## config.mk

```make
export PLATFORM = sky130hd
export DESIGN_NAME = operand_entry
export DESIGN_NICKNAME = d
export VERILOG_FILES = /design/src/rtl/operand_entry.sv
export SDC_FILE = /design/constraint.sdc
export NUM_CORES = 1
export LEC_CHECK = 0
export BUFFER_PORTS_ARGS = -buffer_cell sky130_fd_sc_hd__buf_4
export CAP_MARGIN = 20
export CORE_UTILIZATION = 49
export CTS_BUF_LIST = sky130_fd_sc_hd__clkbuf_4
export CTS_CLUSTER_SIZE = 30
export DETAILED_ROUTE_END_ITERATION = 16
export PLACE_DENSITY_LB_ADDON = 0.1
export SYNTH_ARGS = -nofsm -noshare
export SYNTH_HDL_FRONTEND = slang
export SYNTH_SLANG_ARGS = --single-unit
```

## constraint.sdc

```tcl
create_clock -name clk -period 5.1 [get_ports clk]
set_clock_uncertainty 0.2 [all_clocks]
set_input_delay 1.02 -clock clk [delete_from_list [all_inputs] [get_ports clk]]
set_output_delay 1.02 -clock clk [all_outputs]
set_load 0.01 [all_outputs]
```

## src/rtl/operand_entry.sv

```systemverilog
// operand_entry: keypad operand-entry sequencer for the two-digit BCD
// multiplier. Turns debounced key presses into operands A = {s3,s2} and
// B = {s1,s0} and tracks which operand is being edited.
module operand_entry (
    input  logic       clk,
    input  logic       rst_n,
    input  logic       key_down,
    input  logic [3:0] key_code,
    output logic [3:0] store_s0,
    output logic [3:0] store_s1,
    output logic [3:0] store_s2,
    output logic [3:0] store_s3,
    output logic [1:0] state,
    output logic       calc_valid,
    output logic       key_ack
);

    typedef enum logic [1:0] {
        ENTER_A = 2'd0,
        ENTER_B = 2'd1,
        SHOW    = 2'd2
    } state_t;

    localparam logic [3:0] KEY_MUL = 4'hA;
    localparam logic [3:0] KEY_EQU = 4'hB;
    localparam logic [3:0] KEY_CLR = 4'hC;

    state_t     state_q, state_n;
    logic       key_d;
    logic       press;
    logic       is_digit;
    logic [3:0] s0_n, s1_n, s2_n, s3_n;

    // One event per press: rising edge of the held-key level.
    assign press    = key_down & ~key_d;
    assign is_digit = (key_code <= 4'd9);

    // Press-edge history and acknowledge pulse.
    // key_d resets high so a key still held when reset releases is ignored
    // until it has been let go and pressed again.
    always_ff @(posedge clk or negedge rst_n) begin
        if (!rst_n) begin
            key_d   <= 1'b1;
            key_ack <= 1'b0;
        end else begin
            // NOTE: non-blocking assignments in clocked blocks so every
            // register samples pre-edge values regardless of statement order.
            key_d   <= key_down;
            key_ack <= press;
        end
    end

    // FSM state register.
    always_ff @(posedge clk or negedge rst_n) begin
        if (!rst_n) state_q <= ENTER_A;
        else        state_q <= state_n;
    end

    // Operand digit registers.
    always_ff @(posedge clk or negedge rst_n) begin
        if (!rst_n) begin
            store_s0 <= 4'd0;
            store_s1 <= 4'd0;
            store_s2 <= 4'd0;
            store_s3 <= 4'd0;
        end else begin
            store_s0 <= s0_n;
            store_s1 <= s1_n;
            store_s2 <= s2_n;
            store_s3 <= s3_n;
        end
    end

    // Next-state and next-operand decode for the accepted key event.
    always_comb begin
        // NOTE: every comb output gets a default first so no path leaves it
        // unassigned, which would otherwise infer a latch.
        state_n = state_q;
        s0_n    = store_s0;
        s1_n    = store_s1;
        s2_n    = store_s2;
        s3_n    = store_s3;
        case (state_q)
            ENTER_A: begin
                if (press) begin
                    if (is_digit) begin
                        s3_n = store_s2;
                        s2_n = key_code;
                    end else if (key_code == KEY_MUL) begin
                        s1_n    = 4'd0;
                        s0_n    = 4'd0;
                        state_n = ENTER_B;
                    end else if (key_code == KEY_CLR) begin
                        {s3_n, s2_n, s1_n, s0_n} = '0;
                    end
                end
            end
            ENTER_B: begin
                if (press) begin
                    if (is_digit) begin
                        s1_n = store_s0;
                        s0_n = key_code;
                    end else if (key_code == KEY_EQU) begin
                        state_n = SHOW;
                    end else if (key_code == KEY_CLR) begin
                        {s3_n, s2_n, s1_n, s0_n} = '0;
                        state_n = ENTER_A;
                    end
                end
            end
            SHOW: begin
                if (press) begin
                    if (is_digit) begin
                        // A digit after a result starts a fresh calculation.
                        s3_n    = 4'd0;
                        s2_n    = key_code;
                        s1_n    = 4'd0;
                        s0_n    = 4'd0;
                        state_n = ENTER_A;
                    end else if (key_code == KEY_CLR) begin
                        {s3_n, s2_n, s1_n, s0_n} = '0;
                        state_n = ENTER_A;
                    end
                end
            end
            default: begin
                // Unused encoding: recover to a clean ENTER_A.
                {s3_n, s2_n, s1_n, s0_n} = '0;
                state_n = ENTER_A;
            end
        endcase
    end

    // Moore outputs derived from the state register.
    always_comb begin
        state      = state_q;
        calc_valid = (state_q == SHOW);
    end

endmodule

```

==> results.sh <==
export IMPL_num_vias=1116
export IMPL_clkPwrFrac=0.308
export IMPL_crit_family="flip-flops"
export IMPL_path_class="flip-flop to primary output"
export IMPL_hold_class="flip-flop to flip-flop"
export IMPL_critPathMaxFanout=20
export IMPL_slowest_stage="dfrtp_1"
export IMPL_power_switching_w=0.000116
export IMPL_cp_arrival_ns=1.48
export IMPL_yosys_top_cells_area="dfrtp_1 40%, a22o_1 7.4%, a21oi_1 6.8%"
export IMPL_synth_top_area_share=0.403
export IMPL_power_density_nw_per_um2=301
export IMPL_worst_pin_slew_ns=0.837
export IMPL_final_cell_mix="26 x buf_4, 19 x dfrtp_1, 16 x a21oi_1, 13 x o21ai_0, 11 x nor2_1"
export IMPL_dr_first_iter_drc_count=53
export IMPL_final_common_cell="buf_4"
export IMPL_yosysSeqAreaShare=0.426
export IMPL_die_w_um=51.0
export IMPL_finalCriticalPeriod_ns=2.70
export IMPL_via_per_inst=6.27
export IMPL_ys_ff_latch=20
export IMPL_setup_viol=0
export IMPL_synthFlopType="dfrtp_1"
export IMPL_clk_latency_ns=0.31
export IMPL_die_h_um=51.0
export IMPL_synth_edff_count=0
export IMPL_status="finished clean"
export IMPL_cp_cell_sequence="nor2_1 -> buf_4"
export IMPL_avgSynthCellArea_um2=9.14
export IMPL_total_power_w=0.000422
export IMPL_pwr_share_seq=0.460
export IMPL_fin_crit_sh=0.530
export IMPL_grt_util_all_layers=0.247
export IMPL_first_global_vias=990
export IMPL_antenna_found_initial=0
export IMPL_hold_buffers=0
export IMPL_wirelength_um=2860
export IMPL_first_pass_iters=7
export IMPL_cp_end_kind="primary output"
export IMPL_combPwrFrac=0.231
export IMPL_gr_total_overflow=0
export IMPL_cp_required_ns=3.88
export IMPL_wl_per_cell_um=16.1
export IMPL_post_route_drc_count=0
export IMPL_final_max_slew_viol_count=0
export IMPL_rows=17
export IMPL_dieArea_um2=2610
export IMPL_p_int_w=0.000306
export IMPL_timing_hold_ws_ns=0.316
export IMPL_slowest_delay_ns=0.79
export IMPL_synthArstFlopShare=1.00
export IMPL_r2r_start="state[0]"
export IMPL_cts_resized=0
export IMPL_ys_warn_count=0
export IMPL_drv_cap=0
export IMPL_path_clk_slew_ns=0.11
export IMPL_ios=27
export IMPL_diodes=0
export IMPL_ys_types=41
export IMPL_leakage_nw=0.662
export IMPL_postRouteAntennaNets=0
export IMPL_h_tree_depth=1
export IMPL_dpl_hpwl_um=2010
export IMPL_drive_above_1_share=0.253
export IMPL_finalHoldViolations=0
export IMPL_rsz0062_at_grt="no"
export IMPL_root_buffer="clkbuf_4"
export IMPL_grt_pass1_wl_um=4840
export IMPL_ir_drop_mv=0.309
export IMPL_layout_nets=158
export IMPL_synth_area_leader_cell="dfrtp_1"
export IMPL_tritoncts="built"
export IMPL_syn_num_nets=136
export IMPL_coreArea_um2=2230
export IMPL_gp_congestion=0.874
export IMPL_synthToLayoutAreaGrowth_pct=19.0
export IMPL_cts_sinks=20
export IMPL_cp_start_kind="flip-flop"
export IMPL_cts_buffer_depth=2
export IMPL_hp_start="store_s1[2]"
export IMPL_crit_buf_inv=1
export IMPL_grt_max_degree=21
export IMPL_tns_ns=0
export IMPL_start_util=0.528
export IMPL_syn_inst=129
export IMPL_fmax_ghz=0.370
export IMPL_post_cts_buffers=0
export IMPL_syn_area_um2=1180
export IMPL_startpoint="state[0]"
export IMPL_p_sw_frac=0.274
export IMPL_slew_headroom=0.442
export IMPL_portBuffers=26
export IMPL_cts_buffers=3
## area by class of cell
| class | instances | area, um^2 |
|---|---|---|
| fillers | 199 | 831 |
| multi-input cells | 95 | 598 |
| flip-flops and latches | 20 | 502 |
| repair buffers | 26 | 195 |
| well taps | 28 | 35.0 |
| clock inverters | 1 | 30.0 |
| clock buffers | 3 | 22.5 |
| inverters | 5 | 20.0 |
## path summary, 6_finish.rpt
check,to,slack (ns),cells past startpoint
worst min-delay path,store_s1[2],0.32,1
max in group asynchronous,key_d,4.07,1
worst max-delay path,calc_valid,2.40,2
worst min register to register,store_s1[2],0.32,1
min in group asynchronous,state[0],0.36,1
worst max register to register,store_s1[3],2.71,4
## power groups by stage
| stage | Sequential (W) | Combinational (W) | Clock (W) |
|---|---|---|---|
| 2_1_floorplan | 0.000202 | 0.0000466 | 0 |
| 5_1_grt | 0.000197 | 0.000107 | 0.000137 |
| 6_report | 0.000194 | 0.0000977 | 0.000130 |
| 3_5_place_dp | 0.000197 | 0.0000977 | 0 |
| 3_3_place_gp | 0.000197 | 0.0000966 | 0 |
| 4_1_cts | 0.000195 | 0.0000979 | 0.000134 |
## Yosys cell counts, types with 2 or more instances
library cell and instances:
a2111oi_0 2, o21ai_0 13, a21oi_1 16, buf_6 2, a22o_1 10, o22ai_1 2, nor2_1 11, nor3_1 5
dfrtp_1 19, a21o_1 3, nand2_1 7, o21ai_1 2, and3_1 2, buf_2 5, inv_1 3, or3_1 2
## cell families after synthesis
group                  synth area share
AO/OA/AOI/OAI                     0.325
AND/OR/NAND/NOR                   0.183
buffers and inverters            0.0669
flip-flops                        0.426
## sequential cells by signal (all words and copies together) (netlist names)
signal,count
store_s1,4
store_s2,4
key_d,1
state,2
key_ack,1
store_s0,4
store_s3,4
## per-layer routing
metal  vias to the layer above  wire (um)  global-route usage  part of all wire
li1                        525          -                   -                 -
met1                       531       1280               0.350              0.45
met2                        54       1380               0.397              0.48
met3                         6        174              0.0446             0.061
met4                         0         25              0.0417            0.0087
met5                         -          0                   0                 0
## per-stage QoR
stage / instances / utilization / setup WS (ns) / area [um^2]
2_1_floorplan: 129 / - / 2.65 / 1180
5_1_grt: 178 / 0.628 / 2.27 / 1400
3_3_place_gp: 174 / 0.604 / 2.29 / 1350
3_5_place_dp: 174 / 0.604 / 2.25 / 1350
6_report: 178 / 0.628 / 2.40 / 1400
4_1_cts: 178 / 0.628 / 2.40 / 1400
## worst reg2reg max path, cell delays in order (launching register included)
cell and delay (ns):
dfrtp_1 0.79, inv_1 0.19, a222oi_1 0.72, nand2_2 0.16, a22o_1 0.23
Power figures use the tool's default switching activity.
